--- config.mk ---
export PLATFORM = sky130hd
export DESIGN_NAME = gf2m8_arith_unit
export DESIGN_NICKNAME = d
export VERILOG_FILES = /design/src/rtl/gf2m8_pkg.sv /design/src/rtl/gf2m8_icg_cell.sv /design/src/rtl/gf2m8_arith_unit.sv
export SDC_FILE = /design/constraint.sdc
export NUM_CORES = 1
export LEC_CHECK = 0
export CORE_ASPECT_RATIO = 1.2
export CORE_MARGIN = 4
export CORE_UTILIZATION = 50
export CTS_CLUSTER_SIZE = 40
export DETAILED_ROUTE_END_ITERATION = 10
export PLACE_DENSITY = 0.64
export SYNTH_ARGS = -nofsm -noshare
export SYNTH_HDL_FRONTEND = slang
export SYNTH_SLANG_ARGS = --single-unit
--- constraint.sdc ---
create_clock -name clk -period 1.8 [get_ports clk]
set_input_delay 0.36 -clock clk [delete_from_list [all_inputs] [get_ports clk]]
set_output_delay 0.36 -clock clk [all_outputs]
set_load 0.03 [all_outputs]
--- src/rtl/gf2m8_pkg.sv ---
// Shared GF(2^8) definitions: field width, reduction polynomial (0x11D),
// operation encodings and the field multiply/inverse helpers used by the
// arithmetic unit.
package gf2m8_pkg;

   localparam int unsigned GF_W = 8;
   // Low byte of x^8+x^4+x^3+x^2+1; the x^8 term is implied by the shift-out.
   localparam logic [GF_W-1:0] GF_POLY = 8'h1D;

   typedef enum logic [1:0] {
      OP_MUL = 2'b00,
      OP_INV = 2'b01,
      OP_DIV = 2'b10,
      OP_ADD = 2'b11
   } op_sel_e;

   // Shift-and-add multiply with reduction folded into each doubling step.
   function automatic logic [GF_W-1:0] gf_mul(input logic [GF_W-1:0] a,
                                               input logic [GF_W-1:0] b);
      logic [GF_W-1:0] acc;
      logic [GF_W-1:0] sh;
      acc = '0;
      sh  = a;
      for (int i = 0; i < int'(GF_W); i++) begin
         if (b[i]) acc = acc ^ sh;
         sh = sh[GF_W-1] ? ({sh[GF_W-2:0], 1'b0} ^ GF_POLY) : {sh[GF_W-2:0], 1'b0};
      end
      return acc;
   endfunction

   // x^254 = x^2 * x^4 * ... * x^128; zero maps to zero naturally.
   function automatic logic [GF_W-1:0] gf_inv(input logic [GF_W-1:0] a);
      logic [GF_W-1:0] acc;
      logic [GF_W-1:0] sq;
      acc = 8'h01;
      sq  = a;
      for (int i = 1; i < int'(GF_W); i++) begin
         sq  = gf_mul(sq, sq);
         acc = gf_mul(acc, sq);
      end
      return acc;
   endfunction

endpackage

--- src/rtl/gf2m8_icg_cell.sv ---
// Integrated clock gate: negative-level enable latch followed by an AND.
// Only built when GF2M8_ICG_EN is defined; otherwise the unit needs no gate.
//   clk  in  free-running clock
//   ena  in  gate enable, captured while clk is low
//   rstn in  async active-low reset, clears the enable latch
//   gclk out gated clock (clk & latched ena)
`ifdef GF2M8_ICG_EN
module gf2m8_icg_cell (
   input  logic clk,
   input  logic ena,
   input  logic rstn,
   output logic gclk
);

   logic en_lat;

   // Transparent while clk is low so the enable is stable across the high phase.
   always_latch begin
      if (!rstn) begin
         en_lat = 1'b0;
      end else if (!clk) begin
         en_lat = ena;
      end
   end

   assign gclk = clk & en_lat;

endmodule
`endif

--- src/rtl/gf2m8_arith_unit.sv ---
// Registered GF(2^8) arithmetic unit (poly 0x11D): MUL, INV, DIV, ADD with
// one-cycle latency and throughput of one operation per cycle.
//   clk     in   system clock
//   rstn    in   async active-low reset
//   op_ena  in   operation request
//   op_sel  in   [1:0] 00 MUL, 01 INV, 10 DIV, 11 ADD
//   op_x    in   [7:0] operand x
//   op_y    in   [7:0] operand y (unused for INV)
//   res_z   out  [7:0] registered result, holds between operations
//   res_vld out  one-cycle pulse per accepted operation
// Build option GF2M8_ICG_EN: result register clocked through gf2m8_icg_cell
// instead of a load-enabled flop on clk; cycle behaviour is identical.
module gf2m8_arith_unit
   import gf2m8_pkg::*;
(
   input  logic            clk,
   input  logic            rstn,
   input  logic            op_ena,
   input  logic [1:0]      op_sel,
   input  logic [GF_W-1:0] op_x,
   input  logic [GF_W-1:0] op_y,
   output logic [GF_W-1:0] res_z,
   output logic            res_vld
);

   logic [GF_W-1:0] result_c;

   // Combinational field datapath; DIV by zero falls out as zero since inv(0)=0.
   always_comb begin
      result_c = '0;
      case (op_sel_e'(op_sel))
         OP_MUL:  result_c = gf_mul(op_x, op_y);
         OP_INV:  result_c = gf_inv(op_x);
         OP_DIV:  result_c = gf_mul(op_x, gf_inv(op_y));
         OP_ADD:  result_c = op_x ^ op_y;
         default: result_c = '0;
      endcase
   end

   // Valid pulse on the free-running clock.
   always_ff @(posedge clk or negedge rstn) begin
      if (!rstn) begin
         res_vld <= 1'b0;
      end else begin
         res_vld <= op_ena;
      end
   end

`ifdef GF2M8_ICG_EN
   logic gclk;

   gf2m8_icg_cell u_icg (
      .clk  (clk),
      .ena  (op_ena),
      .rstn (rstn),
      .gclk (gclk)
   );

   // Result register only sees edges on accepted operations.
   always_ff @(posedge gclk or negedge rstn) begin
      if (!rstn) begin
         res_z <= '0;
      end else begin
         res_z <= result_c;
      end
   end
`else
   // Result register with load enable; idle cycles never sample op_sel.
   always_ff @(posedge clk or negedge rstn) begin
      if (!rstn) begin
         res_z <= '0;
      end else if (op_ena) begin
         res_z <= result_c;
      end
   end
`endif

endmodule

# Yosys cells after proc, flatten, opt, wreduce, memory -nomap -nowiden
# Index checks and enable logic that the tools add are counted.
# W data, S select, Z words.
[word_totals]
mem_count = 0
rom_bits = 0
mem_bits_rw = 0
out_inout_bits = 9
input_bits = 21
reg_bits = 9
latchBits = 0
elab_cells = 1059
[op_classes]
div = 0
bitwise_logic = 393
n_shift = 0
multipliers = 0
n_reduce_logical = 1
eq_ne = 3
addsub = 0
mux = 660
magnitude_cmp = 0
[ops]
columns = ["op", "n"]
rows = [
  ["$mux W8", 463],
  ["$xor A8 B8 Y8", 197],
  ["$mux W5", 184],
  ["$not A4 Y4", 182],
  ["$pmux W8 S4", 1],
  ["$mux W7", 2],
  ["$not A1 Y1", 14],
  ["$mux W6", 2],
  ["$mux W4", 2],
  ["$mux W3", 2],
  ["$eq A2 B2 Y1 const B", 2],
  ["$mux W2", 2],
  ["$eq A2 B1 Y1 const B", 1],
  ["$logic_not A2 Y1", 1],
  ["$mux W1", 2],
]

# Depth between registers and ports, before layout
[depth]
depth_word = 207
mapped_depth = 66
ltp_nobuf = 55

# Least setup slack after synthesis
# Ideal clock, no wire load.
[synth_path]
path_type = "input -> register"
start = "in op_y[0]"
end = "reg res_z[1]"
setup_slack_ps = -13697
setup_time_ps = 125
n_path_buf = 11
cell_stages = 64
required_ps = 1675
t_arrival_ps = 15373
path_cell_list = "ha_1 -> buf_2 -> xor3_1 -> nand2_1 -> xnor3_1 -> xor3_2 -> inv_2 -> buf_4 -> ha_1 -> inv_1 -> xnor3_1 -> xnor2_1 -> xnor2_1 -> o32a_1 -> xnor3_1 -> buf_2 -> inv_2 -> clkbuf_1 -> (+28 left out) -> xnor2_1 -> xnor2_1 -> nor3_1 -> a21oi_1 -> o22ai_1 -> xor2_1 -> xnor2_1 -> clkbuf_1 -> or4_1 -> o211ai_1 -> xor2_1 -> xnor2_1 -> nand2_1 -> xnor3_1 -> xnor2_1 -> xnor3_1 -> mux4_2 -> mux2_2"
[synth_via]
elab_chain_len = 207
word_cells_on_any_way = 535
cone_classes = "343 x mux; 192 x bitwise"
[synth_rtl]
columns = ["element", "line_no", "rtl"]
rows = [
  ["start: declaration", "gf2m8_arith_unit.sv:21", "input logic [GF_W-1:0] op_y,"],
  ["$mux W8", "gf2m8_pkg.sv:25", "if (b[i]) acc = acc ^ sh;"],
  ["$mux W8", "gf2m8_arith_unit.sv:31", "case (op_sel_e'(op_sel))"],
  ["$xor A8 B8 Y8", "gf2m8_pkg.sv:25", ""],
  ["$mux W8", "gf2m8_pkg.sv:25", ""],
  ["$mux W8", "gf2m8_arith_unit.sv:31", ""],
  ["$xor A8 B8 Y8", "gf2m8_pkg.sv:25", ""],
  ["$mux W8", "gf2m8_pkg.sv:25", ""],
  ["$mux W8", "gf2m8_arith_unit.sv:31", ""],
  ["(+191 left out)", "n/a", ""],
  ["$mux W8", "gf2m8_pkg.sv:25", ""],
  ["$mux W8", "gf2m8_arith_unit.sv:31", ""],
  ["$xor A8 B8 Y8", "gf2m8_pkg.sv:25", ""],
  ["$mux W8", "gf2m8_pkg.sv:25", ""],
  ["$mux W8", "gf2m8_arith_unit.sv:31", ""],
  ["$xor A8 B8 Y8", "gf2m8_pkg.sv:25", ""],
  ["$mux W8", "gf2m8_pkg.sv:25", ""],
  ["$pmux W8 S4 *", "gf2m8_arith_unit.sv:31", ""],
  ["end signal: assignment", "gf2m8_arith_unit.sv:73", "res_z <= result_c;"],
  ["end: declaration", "gf2m8_arith_unit.sv:22", "output logic [GF_W-1:0] res_z,"],
]
# Mark *: on every way between the ends. The rest lies on a longest branch, timed or not. The select of a mux whose other input is x is not followed.
# A chain may end at the register's enable or synchronous reset.

# Final worst setup path
[layout_path]
start = "in op_y[7]"
end = "reg res_z[1]"
[layout_via]
elab_chain_len = 206
word_cells_on_any_way = 520
cone_classes = "332 x mux; 188 x bitwise"
[layout_rtl]
columns = ["element", "line_no"]
rows = [
  ["$mux W5 / $mux W8 (equally long branches)", "gf2m8_pkg.sv:26, gf2m8_pkg.sv:25"],
  ["$xor A8 B8 Y8 / $mux W8 (equally long branches)", "gf2m8_pkg.sv:25, gf2m8_arith_unit.sv:31"],
  ["$mux W8 / $xor A8 B8 Y8 (equally long branches)", "gf2m8_pkg.sv:25"],
  ["$mux W8, on equally long branches", "gf2m8_arith_unit.sv:31, gf2m8_pkg.sv:25"],
  ["$xor A8 B8 Y8 / $mux W8 (equally long branches)", "gf2m8_pkg.sv:25, gf2m8_arith_unit.sv:31"],
  ["$mux W8 / $xor A8 B8 Y8 (equally long branches)", "gf2m8_pkg.sv:25"],
  ["$mux W8, on equally long branches", "gf2m8_arith_unit.sv:31, gf2m8_pkg.sv:25"],
  ["$xor A8 B8 Y8 / $mux W8 (equally long branches)", "gf2m8_pkg.sv:25, gf2m8_arith_unit.sv:31"],
  ["(+190 left out)", "n/a"],
  ["$mux W8", "gf2m8_pkg.sv:25"],
  ["$mux W8", "gf2m8_arith_unit.sv:31"],
  ["$xor A8 B8 Y8", "gf2m8_pkg.sv:25"],
  ["$mux W8", "gf2m8_pkg.sv:25"],
  ["$mux W8", "gf2m8_arith_unit.sv:31"],
  ["$xor A8 B8 Y8", "gf2m8_pkg.sv:25"],
  ["$mux W8", "gf2m8_pkg.sv:25"],
  ["$pmux W8 S4 *", "gf2m8_arith_unit.sv:31"],
]
# Marks and branches as above.

==> results.cfg <==
[run_status]
status = complete, but fails checks
violations = setup timing

[critical_path]
reg2reg_depth = 3
arrival_ns = 13.63
crit_top_cell = xnor3_2
cpPeakStageDelay_ns = 0.59
r2r_start = res_z[6]
r2r_end = res_z[6]
cp_data_required_time_ns = 1.92
start_kind = primary input
reg2reg_slack_ns = 0.90
critPathLaunch = op_y[7]
endpoint = res_z[1]
critical-path-top-delay-family = XOR/XNOR gates
end_kind = register
criticalPathCategory = in -> reg
cp.depth = 52
critPathMaxFanout = 5
crit_buf_inv = 9
cpMaxStageDelayCell = xnor3_2

[place]
portBuffers = 29
gp_congestion = 0.964
dpl.hpwl_mm = 85.1
postPlaceCellArea_um2 = 42100

[floorplan]
die_w_um = 236
num_rows = 99
core_area_um2 = 61200
dieArea_um2 = 66200
ios = 30
start_util_pct = 50.8
die_h_um = 281

[clock_network]
cts_buffers = 3
htree_levels = 1
clk_path_buf_depth = 2
root_buffer = clkbuf_16
clk_latency_ns = 0.24
postCtsHoldBufs = 0
cts_tree = built
path_clk_slew_ns = 0.05
clkSinkCount = 9

[timing]
worst_pin_slew_ns = 0.775
setup_tns_ns = -92.64
fmax_mhz = 74.0
post-route-period-util_pct = 751
finalSetupViolCount = 8
hold_slack_ns = 0.497
finalWorstSetupSlack_ns = -11.71
period_needed_ns = 13.51
clock_skew_ns = 0
rsz0062_at_grt = true
hold_violations = 0
slew_violations = 0
slew-limit-headroom_pct = 48.0

[synthesis]
yosysTopAreaCell = xnor2_1
synth-edff-count = 0
netlist_top_cells_area = xnor2_1 (23%), xnor3_1 (15%), nor2_1 (7.0%), xor2_1 (6.4%), nand2_1 (5.4%)
synthFlopType = dfrtp_1
synth_top_area_share_pct = 22.5
postSynth.asyncResetShare_pct = 100
ys_seq_area_share_pct = 0.725
yosys_warnings = 0
synthCells = 4168
ys_types = 105
synth-seq-cells = 9
syn_nets = 4215
post_synth_instance_area_um2 = 31100
synth.avg_cell_area_um2 = 7.45

[routing]
antenna_left = 0
vias = 34300
drt_iter0_drc = 2678
routedWlPerCell_um = 17.9
drt_wl_total_mm = 109
firstDrtPassIters = 6
post_drt_via_cell_ratio = 5.63
drc = 0

[flow_run]
drv_cap = 0

[cells_and_area]
syn_to_final_growth_pct = 44.8
drive_gt1_share_pct = 36.5
fin_area_um2 = 45000
fin_util_pct = 73.5
nNetsFinal = 5335

[worst_hold_path]
hold_path_class = in -> async

[global_routing]
antenna_found_initial = 2
grt_max_degree = 28
grtUsageTotal_pct = 31.3
grt_pass1_vias = 33800
overflow = 0
grt_pass1_wl_mm = 173
==> per-layer routing <==
layer  vias to the layer above  wire, um  global-route usage (%)
met2                      1138     55600                    57.9
li1                      16600         -                       -
met3                       266      6050                    3.18
met1                     16300     43500                    37.6
met4                         2      4160                    11.3
met5                         -        13                       0
==> area by class of cell <==
| class | count | area, um^2 |
|---|---|---|
| antenna | 1 | 2.50 |
| clock buffer | 4 | 78.8 |
| fill | 4844 | 16200 |
| inverter | 68 | 275 |
| multi-input combinational | 3799 | 32100 |
| sequential | 9 | 225 |
| tap | 808 | 1010 |
| timing repair buffer | 1407 | 11300 |
==> metrics by stage <==
step                      worst slack (ns)  instances
after floorplan                     -11.40       4168
after CTS                           -11.49       6045
after global routing                -12.14       6095
after global placement              -12.34       5950
final                               -11.71       6096
after detailed placement            -12.48       5950
==> registers in the layout, summed over array words and instances, names as in the netlist <==
register,cells
res_vld,1
res_z,8
==> cell usage in the layout, fill, tap and decap left out, types with 14 or more instances in the layout <==
cell type	Yosys	layout
xnor3_2	11	55
o21ai_1	13	26
o32ai_1	21	17
and2_1	41	33
a31oi_1	30	29
o21ai_0	148	131
xor2_2	13	36
mux2_2	20	17
xnor2_2	39	131
o211ai_1	36	36
a211oi_1	42	27
nor3_1	117	103
mux2i_1	86	85
buf_4	18	1289
xnor2_1	799	675
xnor3_1	200	156
nand4_1	24	24
xnor2_4	11	43
nand2_1	448	435
buf_6	0	54
buf_12	0	33
xor2_1	228	187
and3_1	23	23
nand3b_1	14	14
nor2_2	2	26
ha_1	26	17
a21o_1	25	25
nand2b_1	44	42
o22ai_1	52	48
a21oi_2	1	15
inv_1	50	45
xor3_1	23	17
or3_1	38	32
a21oi_1	206	192
nor2b_1	33	31
nor2_1	579	550
a22oi_1	28	25
xor2_4	2	20
nand3_1	97	96
==> worst register-to-register path, stage by stage (launching register included) <==
cell,delay (ns)
dfrtp_1,0.48
inv_1,0.06
o22ai_1,0.16
o21a_1,0.13
==> kinds of logic after synthesis <==
logic type,share of synthesized area (%)
buf+inv,4.84
flops,0.725
mux,3.64
fa+ha+maj,1.05
compound gates,17.4
xor+xnor,50.4
simple gates,21.9
==> worst min-delay path by stage <==
stage          cells after the start        to     start
2_1_floorplan                      0   res_vld      rstn
3_3_place_gp                       2  res_z[5]  res_z[5]
3_5_place_dp                       2  res_z[5]  res_z[5]
4_1_cts                            1   res_vld      rstn
5_1_grt                            1   res_vld      rstn
6_report                           1   res_vld      rstn
==> Yosys cell counts (44+ instances only) <==
| cell type | count |
|---|---|
| inv_1 | 50 |
| xnor2_1 | 799 |
| buf_2 | 68 |
| mux2i_1 | 86 |
| nand2_1 | 448 |
| nand2b_1 | 44 |
| o22ai_1 | 52 |
| xnor3_1 | 200 |
| xor2_1 | 228 |
| clkbuf_1 | 163 |
| nor2_1 | 579 |
| nand3_1 | 97 |
| a21oi_1 | 206 |
| nor3_1 | 117 |
| o21ai_0 | 148 |
==> what timing repair did <==
| item | 4_1_cts | 5_1_grt |
|---|---|---|
| resized for setup | 258 | 125 |
| pin swaps | 149 | 66 |
| gates cloned | 1 | 0 |
| endpoints found under the setup margin | 13 | 10 |
| buffers inserted | 93 | 51 |
Power is not shown: default switching activity piles up to over one toggle a cycle in this logic, so the estimate is an artifact.
